==> src/rtl/logic_unit_fu.sv <==
`default_nettype none
// ============================================================================
// Module   : logic_unit_fu
// Purpose  : Pipelined bitwise logic functional unit. Accepts an issued op
//            (valid/ready), evaluates one of eight bitwise functions, registers
//            the tagged result in stage S1, then buffers it in a DEPTH-entry
//            circular queue that requests the common data bus (req/grant).
// Ports    : clk, reset (async, active-high), flush (sync squash)
//            issue_valid/issue_ready/issue_op/issue_src1/issue_src2/issue_tag
//            cdb_req/cdb_grant/cdb_tag/cdb_data
//            busy (S1 or queue occupied), q_count (queue occupancy)
// Revision : 1.0 - initial release
// ============================================================================
module logic_unit_fu #(
    parameter int WIDTH = 32,
    parameter int TAG_W = 4,
    parameter int DEPTH = 2
) (
    input  logic                       clk,
    input  logic                       reset,
    input  logic                       flush,
    input  logic                       issue_valid,
    output logic                       issue_ready,
    input  logic [2:0]                 issue_op,
    input  logic [WIDTH-1:0]           issue_src1,
    input  logic [WIDTH-1:0]           issue_src2,
    input  logic [TAG_W-1:0]           issue_tag,
    output logic                       cdb_req,
    input  logic                       cdb_grant,
    output logic [TAG_W-1:0]           cdb_tag,
    output logic [WIDTH-1:0]           cdb_data,
    output logic                       busy,
    output logic [$clog2(DEPTH+1)-1:0] q_count
);

    localparam int PTR_W = $clog2(DEPTH);
    localparam int CNT_W = $clog2(DEPTH + 1);

    localparam logic [2:0] C_OP_AND  = 3'b000;
    localparam logic [2:0] C_OP_OR   = 3'b001;
    localparam logic [2:0] C_OP_XOR  = 3'b010;
    localparam logic [2:0] C_OP_NAND = 3'b011;
    localparam logic [2:0] C_OP_NOR  = 3'b100;
    localparam logic [2:0] C_OP_XNOR = 3'b101;
    localparam logic [2:0] C_OP_NOT  = 3'b110;
    localparam logic [2:0] C_OP_PASS = 3'b111;

    localparam logic [CNT_W-1:0] C_FULL_COUNT = CNT_W'(DEPTH);

    // ------------------------------------------------------------------
    // State
    // ------------------------------------------------------------------
    logic                   s1_valid_q, s1_valid_d;
    logic [TAG_W-1:0]       s1_tag_q,   s1_tag_d;
    logic [WIDTH-1:0]       s1_res_q,   s1_res_d;

    logic [PTR_W-1:0]       wr_ptr_q,   wr_ptr_d;
    logic [PTR_W-1:0]       rd_ptr_q,   rd_ptr_d;
    logic [CNT_W-1:0]       count_q,    count_d;

    logic [TAG_W-1:0]       tag_mem_q  [DEPTH];
    logic [TAG_W-1:0]       tag_mem_d  [DEPTH];
    logic [WIDTH-1:0]       data_mem_q [DEPTH];
    logic [WIDTH-1:0]       data_mem_d [DEPTH];

    // ------------------------------------------------------------------
    // Combinational control
    // ------------------------------------------------------------------
    logic                   w_result_valid_unused;
    logic [WIDTH-1:0]       w_result;
    logic                   w_q_full;
    logic                   w_pop;
    logic                   w_push;
    logic                   w_s1_advance;
    logic                   w_issue_fire;

    assign w_result_valid_unused = 1'b0;

    always_comb begin
        w_result = issue_src1;
        case (issue_op)
            C_OP_AND:  w_result = issue_src1 & issue_src2;
            C_OP_OR:   w_result = issue_src1 | issue_src2;
            C_OP_XOR:  w_result = issue_src1 ^ issue_src2;
            C_OP_NAND: w_result = ~(issue_src1 & issue_src2);
            C_OP_NOR:  w_result = ~(issue_src1 | issue_src2);
            C_OP_XNOR: w_result = ~(issue_src1 ^ issue_src2);
            C_OP_NOT:  w_result = ~issue_src1;
            C_OP_PASS: w_result = issue_src1;
            default:   w_result = issue_src1;
        endcase
    end

    assign w_q_full     = (count_q == C_FULL_COUNT);
    assign cdb_req      = (count_q != '0);
    // A grant with nothing at the head is simply ignored.
    assign w_pop        = cdb_req && cdb_grant;
    // S1 may move into a full queue only when the head leaves on this edge.
    assign w_s1_advance = s1_valid_q && (!w_q_full || w_pop);
    assign w_push       = w_s1_advance;
    // Ready depends on the grant combinationally so a pop frees S1 and the
    // issue slot within the same cycle.
    assign issue_ready  = !flush && (!s1_valid_q || w_s1_advance);
    assign w_issue_fire = issue_valid && issue_ready;

    assign busy     = s1_valid_q || (count_q != '0);
    assign q_count  = count_q;
    assign cdb_tag  = tag_mem_q[rd_ptr_q];
    assign cdb_data = data_mem_q[rd_ptr_q];

    // ------------------------------------------------------------------
    // Next-state: execute stage S1
    // ------------------------------------------------------------------
    always_comb begin
        s1_valid_d = s1_valid_q;
        s1_tag_d   = s1_tag_q;
        s1_res_d   = s1_res_q;
        if (flush) begin
            s1_valid_d = 1'b0;
        end else if (w_issue_fire) begin
            s1_valid_d = 1'b1;
            s1_tag_d   = issue_tag;
            s1_res_d   = w_result;
        end else if (w_s1_advance) begin
            s1_valid_d = 1'b0;
        end
    end

    // ------------------------------------------------------------------
    // Next-state: result queue
    // ------------------------------------------------------------------
    always_comb begin
        wr_ptr_d   = wr_ptr_q;
        rd_ptr_d   = rd_ptr_q;
        count_d    = count_q;
        tag_mem_d  = tag_mem_q;
        data_mem_d = data_mem_q;
        if (flush) begin
            // Storage is left as-is; with count 0 it is never presented.
            wr_ptr_d = '0;
            rd_ptr_d = '0;
            count_d  = '0;
        end else begin
            if (w_push) begin
                tag_mem_d[wr_ptr_q]  = s1_tag_q;
                data_mem_d[wr_ptr_q] = s1_res_q;
                // DEPTH is a power of two, so natural overflow wraps the pointer.
                wr_ptr_d = wr_ptr_q + PTR_W'(1);
            end
            if (w_pop) begin
                rd_ptr_d = rd_ptr_q + PTR_W'(1);
            end
            count_d = count_q + CNT_W'(w_push) - CNT_W'(w_pop);
        end
    end

    // ------------------------------------------------------------------
    // Registers
    // ------------------------------------------------------------------
    always_ff @(posedge clk or posedge reset) begin
        if (reset) begin
            s1_valid_q <= 1'b0;
            s1_tag_q   <= '0;
            s1_res_q   <= '0;
            wr_ptr_q   <= '0;
            rd_ptr_q   <= '0;
            count_q    <= '0;
            for (int i = 0; i < DEPTH; i++) begin
                tag_mem_q[i]  <= '0;
                data_mem_q[i] <= '0;
            end
        end else begin
            s1_valid_q <= s1_valid_d;
            s1_tag_q   <= s1_tag_d;
            s1_res_q   <= s1_res_d;
            wr_ptr_q   <= wr_ptr_d;
            rd_ptr_q   <= rd_ptr_d;
            count_q    <= count_d;
            for (int i = 0; i < DEPTH; i++) begin
                tag_mem_q[i]  <= tag_mem_d[i];
                data_mem_q[i] <= data_mem_d[i];
            end
        end
    end

endmodule
`default_nettype wire

==> config.mk <==
export PLATFORM = sky130hd
export DESIGN_NAME = logic_unit_fu
export DESIGN_NICKNAME = d
export VERILOG_FILES = /design/src/rtl/logic_unit_fu.sv
export SDC_FILE = /design/constraint.sdc
export NUM_CORES = 1
export LEC_CHECK = 0
export ABC_AREA = 0
export ABC_CLOCK_PERIOD_IN_PS = 4400
export CAP_MARGIN = 20
export CORE_UTILIZATION = 30
export DETAILED_ROUTE_END_ITERATION = 12
export GPL_ROUTABILITY_DRIVEN = 0
export GPL_TIMING_DRIVEN = 0
export PLACE_DENSITY = 0.53
export SLEW_MARGIN = 20
export SYNTH_ARGS = -nofsm -noshare
export SYNTH_HDL_FRONTEND = slang
export SYNTH_SLANG_ARGS = --single-unit
==> constraint.sdc <==
create_clock -name clk -period 4.4 [get_ports clk]
set_input_delay 0.66 -clock clk [delete_from_list [all_inputs] [get_ports clk]]
set_output_delay 0.66 -clock clk [all_outputs]
set_load 0.01 [all_outputs]
Word-level counts from Yosys, hierarchy flattened

Cells that the tools add are included.
W data, S select, Z words.

Bitwise operators: 10
Mux-type cells: 21
Eq/ne operators: 8
Reductions and logical operators: 18
Add/sub/neg operators: 4
Magnitude comparators: 3

Operator list:

| cell                 | number |
|---|---|
| $pmux W32 S8         | 1 |
| $mux W32             | 4 |
| $not A32 Y32         | 4 |
| $bwmux W64           | 1 |
| $and A32 B32 Y32     | 1 |
| $demux W32 S1        | 1 |
| $or A32 B32 Y32      | 1 |
| $xor A32 B32 Y32     | 1 |
| $mux W4              | 4 |
| $eq A3 B3 Y1 const B | 4 |
| $bwmux W8            | 1 |
| $mux W1              | 7 |
| $eq A3 B2 Y1 const B | 2 |
| $reduce_bool A2 Y1   | 3 |
| $logic_and A1 B1 Y1  | 5 |
| $demux W4 S1         | 1 |
| $ge A2 B2 Y1 const B | 2 |
| $not A1 Y2           | 2 |
| $reduce_and A2 Y1    | 2 |
| $eq A3 B1 Y1 const B | 1 |
| $logic_not A1 Y1     | 3 |
| $logic_not A3 Y1     | 1 |
| $logic_or A1 B1 Y1   | 3 |
| $reduce_bool A3 Y1   | 1 |
| 7 further kinds      | 8 |

Flip-flop bits (word level): 113
Output and inout bits: 41
Word-level logic and storage cells: 74
Input bits: 76

Logic depth before layout (Yosys ltp)

Depth after elaboration: 9
Mapped depth: 7
Mapped depth without buffers: 7

Worst setup path before layout

Ideal clock, no wire load.

Path kind: input to register
Start point: in flush
End point: reg data_mem_q[52] (netlist name)
Arrival: 1940 ps
Setup time: 125 ps
Path slack: 2335 ps
Path buffers: 2
Cell stages on the path: 4
Data required time: 4275 ps
Cells stage by stage: clkbuf_1 -> nor4b_4 -> buf_6 -> mux2_2

Word-level cells in the longest chain between the ends: 2

Ends and longest elaborated chain:

| what                           | line | RTL |
|---|---|---|
| start: declaration             | 21   | `input logic flush,` |
| $not A1 Y1 (no line)           | n/a  |  |
| $reduce_and A2 Y1 (no line)    | n/a  |  |
| end signal: indexed assignment | 181  | `data_mem_q[i] <= data_mem_d[i];` |
| end: declaration               | 63   | `logic [WIDTH-1:0] data_mem_q [DEPTH];` |

No other way between the ends.
A chain may end at the register's enable or synchronous reset.

Final worst setup path

Start point: reg rd_ptr_q
End point: out cdb_data[17]

Word-level cells in the longest chain between the ends: 4

Ends and longest elaborated chain:

| what                                         | line | RTL |
|---|---|---|
| start: declaration                           | 58   | `logic [PTR_W-1:0] rd_ptr_q, rd_ptr_d;` |
| start signal: assignment                     | 177  | `rd_ptr_q <= rd_ptr_d;` |
| $not A1 Y2 (not written as such)             | 109  | `assign cdb_data = data_mem_q[rd_ptr_q];` |
| $mux W32 (not written as such) (3 in series) | 109  |  |
| end: declaration                             | 31   | `output logic [WIDTH-1:0] cdb_data,` |

No other way between the ends. The select of a mux whose other input is x is not followed.

==> run summary <==
===============================================================================================
Total GRT Usage                                                                           0.164
Area share of the leading cell type in the synthesized netlist                            0.369
Most repeated cell in the gate-level netlist after synthesis                            dfrtp_1
Primary FF master, synth                                                                dfrtp_1
Maximum number of pins on one net before global-route repair                                 77
Hold_buf cts                                                                                  0
Share of total power in the clock network                                                 0.297
Mean cell area of the mapped netlist                                                 9.90 sq um
Kind of capture point of the worst setup path                                      primary output
Number of setup buffers added after CTS                                                       0
Final clock period utilization by the worst path                                          0.770
Final hold violation count                                                                    0
Cell type with the highest aggregate area in the netlist                                dfrtp_1
Horizontal extent of the die                                                             162 um
Syn Inst Count                                                                              775
Hold WC Path Type                                                                    reg -> reg
Number of flops mapped to enable cells by yosys                                               0
Clock skew                                                                            0.0107 ns
Largest incremental delay on the critical path                                          0.65 ns
Power per cell area                                                                 470 mW/mm^2
Vert. Die Dim                                                                            162 um
Maximum resistive drop on vdd                                                          0.276 mV
Worst Slack Setup Final                                                                 1.01 ns
Area growth, synth to finish                                                              28.1%
DR vias/cell                                                                               4.77
Run status                                                                         finished clean
Wire length of the first global-routing pass                                           32800 um
Initial antenna violation count                                                               0
Buffer levels on the longest clock path                                                       2
Worst path bufs/invs                                                                          3
Sequential cell area fraction in the yosys report                                         0.369
Mapped Area                                                                        0.00767 sq mm
Setup slack at placement                                                                1.33 ns
# port buffers                                                                              113
Wire per inst                                                                           16.4 um
Max Slew Vio Count                                                                            0
Combinational cell fraction of total power                                                0.355
Achievable frequency                                                                    295 MHz
Worst path most repeated cell                                                          clkbuf_1
Worst path arrival time                                                                 2.73 ns
Synth top area cells                                                               dfrtp_1 (37%), mux2_2 (16%), ha_1 (11%)
Post-placement cell area                                                           0.00925 sq mm
Synthesized Nets                                                                            917
Share of cells above drive strength 1                                                     0.174
Routed Antenna Nets                                                                           0
Number of distinct standard cells referenced by the synthesized netlist                      35
Sw Pwr                                                                                  1330 uW
DRC marker count from the first detailed-route iteration                                    293
Number of setup violations in the final report                                                0
Resize count post-CTS                                                                         0
DRC                                                                                           0
Slew @ Worst Pin                                                                       0.799 ns
Leak pwr                                                                             0.00444 uW
Max_slew headroom                                                                         0.465
Total half-perimeter wirelength after legalization and detailed placement              15400 um
Number of H-tree levels                                                                       4
Number of nets in the final layout                                                         1050
Synthesis-stage register bit count                                                          113
Sort of element at the start of the critical path                                     flip-flop
Wire length reported by the detailed router                                            20500 um
RSZ-0062 raised after global routing                                                         no
Vias after detailed routing                                                                5950
Sequential group share of total power                                                     0.348
Post-synth ARST share                                                                      1.00
Insertion delay of the later-clocked pin in the worst-skew pair                         0.41 ns
Maximum fanout encountered on the critical timing path                                       10
Detailed-routing iteration count for the pre-antenna-repair pass                              5
Number of antenna diodes                                                                      0
GRT Residual Overflow                                                                         0
Clock sink count                                                                            113
Shortest period the worst path allows                                                   3.39 ns
Number of global-route vias before repair                                                  5975
Max-cap violations                                                                            0
Type of the worst setup path                                                         reg -> out
IO Count                                                                                    117
Cell with the largest stage delay on the worst path                                    clkbuf_1
Yosys Warn Count                                                                              0
Clock tree from TritonCTS                                                                  done
Ranking of synthesized cells by instance count                                     dfrtp_1 (113), mux2_2 (109), inv_1 (70)
Area of the placeable core                                                         0.0251 sq mm
CP top delay family                                                                buffers and inverters
Cell-internal power                                                                     3290 uW
Ordered list of cells on the worst path                                            clkbuf_1, clkbuf_1, mux2_2, clkdlybuf4s50_1
Fraction of power spent switching nets                                                    0.288
Number of buffers added by the clock tree synthesis step                                     17
Cell area after layout                                                             0.00983 sq mm
CP Data Required Time                                                                   3.74 ns
Placement row count                                                                          58
Initial Util                                                                              0.306
Die area                                                                           0.0262 sq mm
Library cell used as clock root buffer                                                clkbuf_16
Clock input transition at the sequential cells of the worst setup and hold paths        0.05 ns
===============================================================================================
cells by family after synthesis:
| kind of cell | after synthesis | share of synthesized area |
|---|---|---|
| buf+inv | 123 | 0.0667 |
| simple gates | 174 | 0.123 |
| compound gates | 149 | 0.126 |
| flops | 113 | 0.369 |
| xor+xnor | 36 | 0.0411 |
| fa+ha+maj | 66 | 0.108 |
| mux | 114 | 0.167 |
worst register-to-register path, cell delays in order, from the launching register on:
cell     delay [ns]
dfrtp_1        0.43
or3b_1         0.26
nor4b_4        0.69
buf_6          0.26
mux2_2         0.34
worst paths after layout:
path                                      from              to  slack (ns)  cells past startpoint
worst max-delay path                  rd_ptr_q    cdb_data[17]        1.01                      4
worst min-delay path            data_mem_q[57]  data_mem_q[57]        0.48                      1
worst max register to register      q_count[1]  data_mem_q[42]        2.28                      4
worst min register to register  data_mem_q[57]  data_mem_q[57]        0.48                      1
max in group asynchronous                reset  data_mem_q[21]        3.07                      3
min in group asynchronous                reset  data_mem_q[46]        0.62                      2
layout by cell type, fill, tap and decap left out, types with 3 or more instances in the layout:
cell type,n
buf_2,13
clkdlybuf4s50_1,113
mux2_2,109
o32ai_1,8
nor2b_1,10
buf_6,3
clkbuf_1,34
inv_1,69
ha_1,66
clkbuf_16,17
clkbuf_8,5
mux2i_1,3
nor3_1,24
nor2_1,18
a211oi_1,5
o21ai_0,56
o2bb2ai_1,24
dfrtp_1,113
and3b_1,5
buf_4,3
xnor2_1,5
o22ai_1,48
a221oi_1,3
xor2_1,31
nand2_1,47
a311oi_1,5
nand2b_1,59
per-layer routing:
metal | up-vias | GRT usage | share of wire | wire length, um
met2 | 112 | 0.262 | 0.48 | 9850
met4 | 0 | 0.0515 | 0.013 | 271
li1 | 2961 | - | - | -
met1 | 2861 | 0.221 | 0.46 | 9440
met5 | - | 0 | 0 | 0
met3 | 16 | 0.0312 | 0.045 | 924
state kept, by name, indices dropped and copies added, names as in the netlist:
| signal | flops |
|---|---|
| s1_tag_q | 4 |
| s1_valid_q | 1 |
| wr_ptr_q | 1 |
| tag_mem_q | 8 |
| q_count | 2 |
| data_mem_q | 64 |
| s1_res_q | 32 |
| rd_ptr_q | 1 |
per-stage QoR:
step / power, uW / TNS [ns] / util / instances / hold slack, ns
6_report: 4620 / 0 / 0.391 / 1248 / 0.485
5_1_grt: 4920 / 0 / 0.391 / 1248 / 0.509
4_1_cts: 4690 / 0 / 0.391 / 1248 / 0.487
3_5_place_dp: 3300 / 0 / 0.368 / 1219 / 0.475
3_3_place_gp: 3270 / -132.35 / 0.367 / 1218 / 0.468
2_1_floorplan: 2530 / 0 / - / 775 / 0.454
power groups by stage:
stage	Sequential, uW	Clock [uW]	Combinational [uW]
final	1610	1370	1640
after global routing	1670	1450	1800
after CTS	1610	1400	1670
after detailed placement	1630	0	1670
after global placement	1620	0	1650
after floorplan	1560	0	976
final cells by class:
| type | instances | area (sq um) |
|---|---|---|
| tap | 330 | 413 |
| clock buffer | 24 | 502 |
| timing repair buffer | 114 | 1160 |
| fill | 2564 | 15300 |
| multi-input combinational | 539 | 4330 |
| buffer | 53 | 249 |
| sequential | 113 | 2830 |
| inverter | 70 | 268 |
| clock inverter | 5 | 77.6 |
Note: power is estimated with default switching activity, not from simulation.
